`src/rtl/data_mem_arbiter_if.sv`:
```
// Bus bundle for the two-port data memory arbiter: CPU port A, display/debug
// port B and the single-ported data memory side.
interface data_mem_arbiter_if #(
  parameter int ADDR_W = 6,
  parameter int DATA_W = 8
);
  // port A (CPU)
  logic              a_req;
  logic              a_we;
  logic [ADDR_W-1:0] a_addr;
  logic [DATA_W-1:0] a_wdata;
  logic              a_gnt;
  logic              a_rvalid;
  logic [DATA_W-1:0] a_rdata;
  // port B (display/debug)
  logic              b_req;
  logic              b_we;
  logic [ADDR_W-1:0] b_addr;
  logic [DATA_W-1:0] b_wdata;
  logic              b_gnt;
  logic              b_rvalid;
  logic [DATA_W-1:0] b_rdata;
  // data memory side
  logic              mem_read;
  logic              mem_write;
  logic [ADDR_W-1:0] mem_addr;
  logic [DATA_W-1:0] mem_wdata;
  logic [DATA_W-1:0] mem_rdata;

  // arbiter view
  modport slave (
    input  a_req, a_we, a_addr, a_wdata,
    output a_gnt, a_rvalid, a_rdata,
    input  b_req, b_we, b_addr, b_wdata,
    output b_gnt, b_rvalid, b_rdata,
    output mem_read, mem_write, mem_addr, mem_wdata,
    input  mem_rdata
  );

  // requester/memory view
  modport master (
    output a_req, a_we, a_addr, a_wdata,
    input  a_gnt, a_rvalid, a_rdata,
    output b_req, b_we, b_addr, b_wdata,
    input  b_gnt, b_rvalid, b_rdata,
    input  mem_read, mem_write, mem_addr, mem_wdata,
    output mem_rdata
  );
endinterface

```
`src/rtl/data_mem_arbiter.sv`:
```
// Two-port data memory arbiter. Port A (CPU) has priority; port B wins a
// contested cycle once it has lost STARVE_LIMIT consecutive cycles. Grants
// are combinational, reads return one cycle later tagged with their owner.
module data_mem_arbiter #(
  parameter int ADDR_W       = 6,
  parameter int DATA_W       = 8,
  parameter int STARVE_LIMIT = 4   // legal 1..15
) (
  input  logic                 clk,
  input  logic                 reset,
  data_mem_arbiter_if.slave    bus
);

  localparam logic [3:0] LIMIT = 4'(STARVE_LIMIT);

  // read-owner tag encoding
  localparam logic [1:0] OWN_NONE = 2'd0;
  localparam logic [1:0] OWN_A    = 2'd1;
  localparam logic [1:0] OWN_B    = 2'd2;

  logic [3:0] starve_cnt;
  logic [1:0] rd_owner;
  logic       a_win;
  logic       b_win;

  // Pick the winner; reset blanks grants so nothing reaches memory while held.
  always_comb begin
    a_win = 1'b0;
    b_win = 1'b0;
    if (!reset) begin
      a_win = bus.a_req && !(bus.b_req && (starve_cnt == LIMIT));
      b_win = bus.b_req && !a_win;
    end
  end

  // Steer the winner's fields onto the memory bus; idle bus is all zeros.
  always_comb begin
    bus.mem_read  = 1'b0;
    bus.mem_write = 1'b0;
    bus.mem_addr  = '0;
    bus.mem_wdata = '0;
    if (a_win) begin
      bus.mem_read  = !bus.a_we;
      bus.mem_write = bus.a_we;
      bus.mem_addr  = bus.a_addr;
      bus.mem_wdata = bus.a_wdata;
    end else if (b_win) begin
      bus.mem_read  = !bus.b_we;
      bus.mem_write = bus.b_we;
      bus.mem_addr  = bus.b_addr;
      bus.mem_wdata = bus.b_wdata;
    end
  end

  assign bus.a_gnt = a_win;
  assign bus.b_gnt = b_win;

  // Count consecutive cycles B asked and lost; any B win or idle B clears it.
  always_ff @(posedge clk or posedge reset) begin
    if (reset) begin
      starve_cnt <= '0;
    end else if (bus.b_req && !b_win) begin
      starve_cnt <= (starve_cnt == LIMIT) ? LIMIT : starve_cnt + 4'd1;
    end else begin
      starve_cnt <= '0;
    end
  end

  // Remember who issued this cycle's read so next cycle's data goes only there.
  always_ff @(posedge clk or posedge reset) begin
    if (reset) begin
      rd_owner <= OWN_NONE;
    end else if (a_win && !bus.a_we) begin
      rd_owner <= OWN_A;
    end else if (b_win && !bus.b_we) begin
      rd_owner <= OWN_B;
    end else begin
      rd_owner <= OWN_NONE;
    end
  end

  // Return data to the owner only; the other port sees zero.
  always_comb begin
    bus.a_rvalid = (rd_owner == OWN_A);
    bus.b_rvalid = (rd_owner == OWN_B);
    bus.a_rdata  = bus.a_rvalid ? bus.mem_rdata : '0;
    bus.b_rdata  = bus.b_rvalid ? bus.mem_rdata : '0;
  end

endmodule

```
`src/flat_wrapper.sv`:
```
// flat-port wrapper written by rule: the top's interface ports become plain ports
module data_mem_arbiter_flat 
#(
  parameter int ADDR_W       = 6,
  parameter int DATA_W       = 8,
  parameter int STARVE_LIMIT = 4                 
)
  (clk, reset, bus_a_req, bus_a_we, bus_a_addr, bus_a_wdata, bus_a_gnt, bus_a_rvalid, bus_a_rdata, bus_b_req, bus_b_we, bus_b_addr, bus_b_wdata, bus_b_gnt, bus_b_rvalid, bus_b_rdata, bus_mem_read, bus_mem_write, bus_mem_addr, bus_mem_wdata, bus_mem_rdata);
  data_mem_arbiter_if #(.ADDR_W(ADDR_W), .DATA_W(DATA_W)) bus_i ();
  input  logic clk;
  input  logic reset;
  input wire logic [$bits(bus_i.a_req)-1:0] bus_a_req;
  input wire logic [$bits(bus_i.a_we)-1:0] bus_a_we;
  input wire logic [$bits(bus_i.a_addr)-1:0] bus_a_addr;
  input wire logic [$bits(bus_i.a_wdata)-1:0] bus_a_wdata;
  output wire logic [$bits(bus_i.a_gnt)-1:0] bus_a_gnt;
  output wire logic [$bits(bus_i.a_rvalid)-1:0] bus_a_rvalid;
  output wire logic [$bits(bus_i.a_rdata)-1:0] bus_a_rdata;
  input wire logic [$bits(bus_i.b_req)-1:0] bus_b_req;
  input wire logic [$bits(bus_i.b_we)-1:0] bus_b_we;
  input wire logic [$bits(bus_i.b_addr)-1:0] bus_b_addr;
  input wire logic [$bits(bus_i.b_wdata)-1:0] bus_b_wdata;
  output wire logic [$bits(bus_i.b_gnt)-1:0] bus_b_gnt;
  output wire logic [$bits(bus_i.b_rvalid)-1:0] bus_b_rvalid;
  output wire logic [$bits(bus_i.b_rdata)-1:0] bus_b_rdata;
  output wire logic [$bits(bus_i.mem_read)-1:0] bus_mem_read;
  output wire logic [$bits(bus_i.mem_write)-1:0] bus_mem_write;
  output wire logic [$bits(bus_i.mem_addr)-1:0] bus_mem_addr;
  output wire logic [$bits(bus_i.mem_wdata)-1:0] bus_mem_wdata;
  input wire logic [$bits(bus_i.mem_rdata)-1:0] bus_mem_rdata;
  assign bus_i.a_req = bus_a_req;
  assign bus_i.a_we = bus_a_we;
  assign bus_i.a_addr = bus_a_addr;
  assign bus_i.a_wdata = bus_a_wdata;
  assign bus_a_gnt = bus_i.a_gnt;
  assign bus_a_rvalid = bus_i.a_rvalid;
  assign bus_a_rdata = bus_i.a_rdata;
  assign bus_i.b_req = bus_b_req;
  assign bus_i.b_we = bus_b_we;
  assign bus_i.b_addr = bus_b_addr;
  assign bus_i.b_wdata = bus_b_wdata;
  assign bus_b_gnt = bus_i.b_gnt;
  assign bus_b_rvalid = bus_i.b_rvalid;
  assign bus_b_rdata = bus_i.b_rdata;
  assign bus_mem_read = bus_i.mem_read;
  assign bus_mem_write = bus_i.mem_write;
  assign bus_mem_addr = bus_i.mem_addr;
  assign bus_mem_wdata = bus_i.mem_wdata;
  assign bus_i.mem_rdata = bus_mem_rdata;
  data_mem_arbiter #(.ADDR_W(ADDR_W), .DATA_W(DATA_W), .STARVE_LIMIT(STARVE_LIMIT)) u_core (.clk(clk), .reset(reset), .bus(bus_i));
endmodule
```
`config.mk`:
```
export PLATFORM = sky130hd
export DESIGN_NAME = data_mem_arbiter_flat
export DESIGN_NICKNAME = d
export VERILOG_FILES = /design/src/rtl/data_mem_arbiter_if.sv /design/src/rtl/data_mem_arbiter.sv /design/src/flat_wrapper.sv
export SDC_FILE = /design/constraint.sdc
export NUM_CORES = 1
export LEC_CHECK = 0
export CAP_MARGIN = 5
export CORE_MARGIN = 10
export CORE_UTILIZATION = 28
export CTS_CLUSTER_SIZE = 25
export DETAILED_ROUTE_END_ITERATION = 7
export PLACE_DENSITY = 0.9
export SKIP_CTS_REPAIR_TIMING = 1
export SYNTH_ARGS = -nofsm -noshare
export SYNTH_HDL_FRONTEND = slang
export SYNTH_SLANG_ARGS = --single-unit
```
`constraint.sdc`:
```
create_clock -name clk -period 2.8 [get_ports clk]
set_input_delay 0.42 -clock clk [delete_from_list [all_inputs] [get_ports clk]]
set_output_delay 0.42 -clock clk [all_outputs]
set_load 0.01 [all_outputs]
```
Word-level counts from Yosys, hierarchy flattened:

Cells that the tools add are included.

* register bits: 6
* input bits: 42
* output and inout port bits: 36
* word-level logic and storage cells: 33

* add/sub/neg operators: 1
* eq/ne operators: 3
* mux-type cells: 16
* reductions and logical operators: 11

Operators by type and width (number)
* 2-to-1 mux 8 bit: 4
* 2-to-1 mux 6 bit: 2
* 2-to-1 mux 4 bit: 2
* logical AND 1 bit: 6
* 2-to-1 mux 1 bit: 6
* zero test 1 bit: 5
* adder 4 x 1 -> 4 bit (second input constant): 1
* equality test 4 x 3 -> 1 bit (second input constant): 1
* 2-to-1 mux 2 bit: 2
* equality test 2 x 1 -> 1 bit (second input constant): 1
* equality test 2 bit (second input constant): 1

Longest topological paths before layout:

* word-level depth: 10
* mapped depth: 7
* mapped depth without buffers: 5

Worst setup path before layout:

Ideal clock, no wire load.

* path type: register to output
* start point: register u_core.starve_cnt[0]
* end point: output bus_mem_addr[3]
* arrival time: 1.500 ns
* setup slack: 0.880 ns
* stages on the path, launching flop included: 7
* buffers on the path: 1
* cells stage by stage: dfrtp_1 inv_1 ha_1 nand3b_4 a211oi_4 buf_6 a22o_2

* word-level cells in the longest chain between the ends: 9
* elaborated cells between the ends (all ways): 10
* those cells by class: 1 x eq/ne; 4 x mux; 5 x reduce/logical

Ends and longest elaborated chain
* from (decl): RTL line data_mem_arbiter.sv:21 `logic [3:0] starve_cnt;`
* from (signal assigned): RTL line data_mem_arbiter.sv:63 `starve_cnt <= (starve_cnt == LIMIT) ? LIMIT : starve_cnt + 4'd1;`
* equality test 4 x 3 -> 1 bit: RTL line data_mem_arbiter.sv:31 `a_win = bus.a_req && !(bus.b_req && (starve_cnt == LIMIT));`
* logical AND 1 bit: RTL line data_mem_arbiter.sv:31
* zero test 1 bit: RTL line data_mem_arbiter.sv:31
* logical AND 1 bit: RTL line data_mem_arbiter.sv:31
* zero test 1 bit: RTL line data_mem_arbiter.sv:32 `b_win = bus.b_req && !a_win;`
* logical AND 1 bit: RTL line data_mem_arbiter.sv:32
* 2-to-1 mux 1 bit: RTL line data_mem_arbiter.sv:30 `if (!reset) begin`
* named net bus_b_gnt: RTL line flat_wrapper.sv:23 `output wire logic [$bits(bus_i.b_gnt)-1:0] bus_b_gnt;`
* 2-to-1 mux 6 bit: RTL line data_mem_arbiter.sv:47 `end else if (b_win) begin`
* 2-to-1 mux 6 bit: RTL line data_mem_arbiter.sv:42 `if (a_win) begin`
* to (decl): RTL line flat_wrapper.sv:28 `output wire logic [$bits(bus_i.mem_addr)-1:0] bus_mem_addr;`

The timed path passes the listed nets, and every way through them passes these cells.

Worst setup path in the final report:

* start point: register u_core.starve_cnt[0]
* end point: output bus_mem_addr[0]

* word-level cells in the longest chain between the ends: 9
* elaborated cells between the ends (all ways): 10
* those cells by class: 1 x eq/ne; 4 x mux; 5 x reduce/logical

Ends and longest elaborated chain (RTL line)
* equality test 4 x 3 -> 1 bit (*): data_mem_arbiter.sv:31
* logical AND 1 bit (*): data_mem_arbiter.sv:31
* zero test 1 bit (*): data_mem_arbiter.sv:31
* logical AND 1 bit (*): data_mem_arbiter.sv:31
* zero test 1 bit: data_mem_arbiter.sv:32
* logical AND 1 bit: data_mem_arbiter.sv:32
* 2-to-1 mux 1 bit: data_mem_arbiter.sv:30
* 2-to-1 mux 6 bit: data_mem_arbiter.sv:47
* 2-to-1 mux 6 bit (*): data_mem_arbiter.sv:42

Mark *: on every way between the ends. The rest lies on a longest branch, timed or not.

==> metrics.txt <==
Worst Setup Path Type reg2out; Setup WS pre-CTS 210 ps; post-synthesis cell count 70; post-route setup slack 132 ps; Buffers on Ports 77; GP Congestion 0.688; Core Region 2210 µm²; Final Net Count 194; initial core utilization 29.3%; family with the most delay on the worst path buffers and inverters; largest net degree at the start of global routing 19; Tcrit/Tclk final 95.3%; Clock Tree Root clkbuf_4; Critical Path Fanout Max 17; Avg Vias per Cell 4.64; CP max stage delay 550 ps; top cell type's share of synthesized area 24.7%; setup violation total in the final timing report 0; Max Clk Rate 375 MHz; Int Pwr 250 µW; crit path cell chain inv_1 > ha_2 > nand3b_4 > a211oi_4 > buf_6 > a22o_2 > clkdlybuf4s50_1; final hold viol count 0; Sum Neg Setup Slack 0 ps; Tmin final 2670 ps; clock-pin slew on the worst setup and hold paths 50 ps; Starting DRT DRC Count 31; CP Launch Type flip-flop; Yosys cell types 21; n_diodes 0; relative slew slack 70.1%; Synth area leader a22o_2; DRC 0; Synth Cell Area 648 µm²; CTS Buf Count 3; Tightest Hold Check Type reg2reg; Die X 68.1 µm; clock group share of total power 23.0%; Synth area leaders a22o_2, dfrtp_1, and2_1; drt pass-1 iters 4; Final Routed Wirelength 3.03 mm; slew of the pin with the lowest slew margin 448 ps; maximum clock path buffer count 2; switching share of power 26.9%; Via Count 817; unrepaired setup endpoints after global routing no; final clock skew 5.89 ps; overall routing resource usage 13.2%; total grt overflow 0; status finished clean; post-DP HPWL 2.74 mm; WL/cell 17.2 µm; max-cap viol count 0; full die area 4640 µm²; power per cell area 232 nW/µm²; maximum vdd drop 0.000177 V; Synth Area per Inst 9.26 µm²; area delta synth->final 127%; # clock sinks 6; chip height 68.1 µm; CP required 2380 ps; share of cells above drive strength 1 17.6%; vias in the first global route 950; Flop pwr share 27.4%; Pins Over Slew Limit 0; Syn Nets 114; antenna-violating nets left 0; crit path buf inv count 3; Ys Warns 0; global-route wire length before repair 4.59 mm; CP endpoint kind output pin; P_leak 0.000679 µW; initial antenna violation count 0; CTS tree done; num rows 17; CP max-delay cell clkdlybuf4s50_1; Clock Latency Late Sink 250 ps; NetSw 92.0 µW; CTS H-tree lvls 1; FF+latch count, synth 6; Ports 78; WP data arrival 2250 ps; Comb power frac 49.6%; Seq/Total Area, Yosys 23.2%
## placed cells by master (no fill, tap or decap)
cell / instances
a211oi_4: 1
a21o_2: 1
a21oi_1: 1
a22o_2: 16
and2_1: 17
and3_1: 1
buf_4: 2
buf_6: 1
clkbuf_4: 3
clkdlybuf4s50_1: 74
dfrtp_1: 6
dlymetal6s2s_1: 3
ha_1: 1
ha_2: 1
inv_1: 6
mux2i_1: 1
nand2_1: 1
nand2b_1: 1
nand3_1: 2
nand3b_4: 1
nor2_1: 1
nor2b_1: 2
nor3_1: 3
o2111a_1: 1
o211a_1: 1
## area by class of cell
class / instances / area (µm²)
Timing Repair Buffer: 80 / 805
Fill cell: 188 / 741
Clock buffer: 3 / 22.5
Sequential cell: 6 / 150
Inverter: 6 / 22.5
Multi-Input combinational cell: 53 / 437
Tap cell: 28 / 35.0
## registers in the layout, summed over array words and instances (netlist names)
signal and flops:
u_core.rd_owner 2, u_core.starve_cnt 4
## power by group through the flow
stage / sequential, µW / combinational, µW / clock, µW
after global placement: 94.5 / 168 / 0
after CTS: 93.6 / 172 / 83.6
final: 93.5 / 170 / 78.7
after floorplan: 94.1 / 60.1 / 0
after global routing: 94.0 / 185 / 89.3
after detailed placement: 94.9 / 171 / 0
## cell usage after synthesis
cell type  instances
a211oi_4           1
a21o_2             1
a21oi_1            1
a22o_2            16
and2_1            17
and3_1             1
buf_6              3
clkbuf_1           2
dfrtp_1            6
ha_1               2
inv_1              6
mux2i_1            1
nand2_1            1
nand2b_1           1
nand3_1            2
nand3b_4           1
nor2_1             1
nor2b_1            2
nor3_1             3
o2111a_1           1
o211a_1            1
## path summary, 6_finish.rpt
kind                                      startpoint                    to  slack, ps  cells past startpoint
worst min-delay path            u_core.starve_cnt[0]  u_core.starve_cnt[0]        570                      3
max in group asynchronous                      reset  u_core.starve_cnt[3]       2070                      3
worst min register to register  u_core.starve_cnt[0]  u_core.starve_cnt[0]        570                      3
worst max-delay path            u_core.starve_cnt[0]       bus_mem_addr[0]        130                      7
min in group asynchronous                      reset  u_core.starve_cnt[2]        620                      3
worst max register to register  u_core.starve_cnt[0]    u_core.rd_owner[0]       1280                      6
## per-layer routing
metal | vias to the layer above | global-route usage [%] | part of all wire (%)
met4 | 0 | 3.77 | 0.59
met2 | 68 | 21.2 | 44
met5 | - | 0 | 0
met3 | 2 | 15.0 | 25
li1 | 408 | - | -
met1 | 339 | 10.2 | 30
## metrics by stage
step / cells / utilization [%] / hold slack (ps) / power, µW / instance area, µm²
detailed placement: 173 / 64.9 / 565 / 266 / 1440
finish: 176 / 66.5 / 568 / 342 / 1470
global route: 176 / 66.5 / 605 / 368 / 1470
floorplan: 70 / - / 219 / 154 / 648
global placement: 173 / 64.9 / 560 / 262 / 1440
CTS: 176 / 65.9 / 568 / 349 / 1460
## worst reg2reg max path: stages, from the launching register on
cell      delay (ps)
dfrtp_1          390
inv_1             90
ha_2             230
nand3b_4         120
o211a_1          220
buf_4            190
and2_1           170
## kinds of logic after synthesis
family,count (synthesis),synth area share [%]
AOI/OAI and AO/OA,21,33.2
adders and majority gates,2,3.86
buffers and inverters,11,9.85
DFF,6,23.2
muxes,1,1.54
and+or+nand+nor,29,28.4
(Power assumes the default switching activity.)
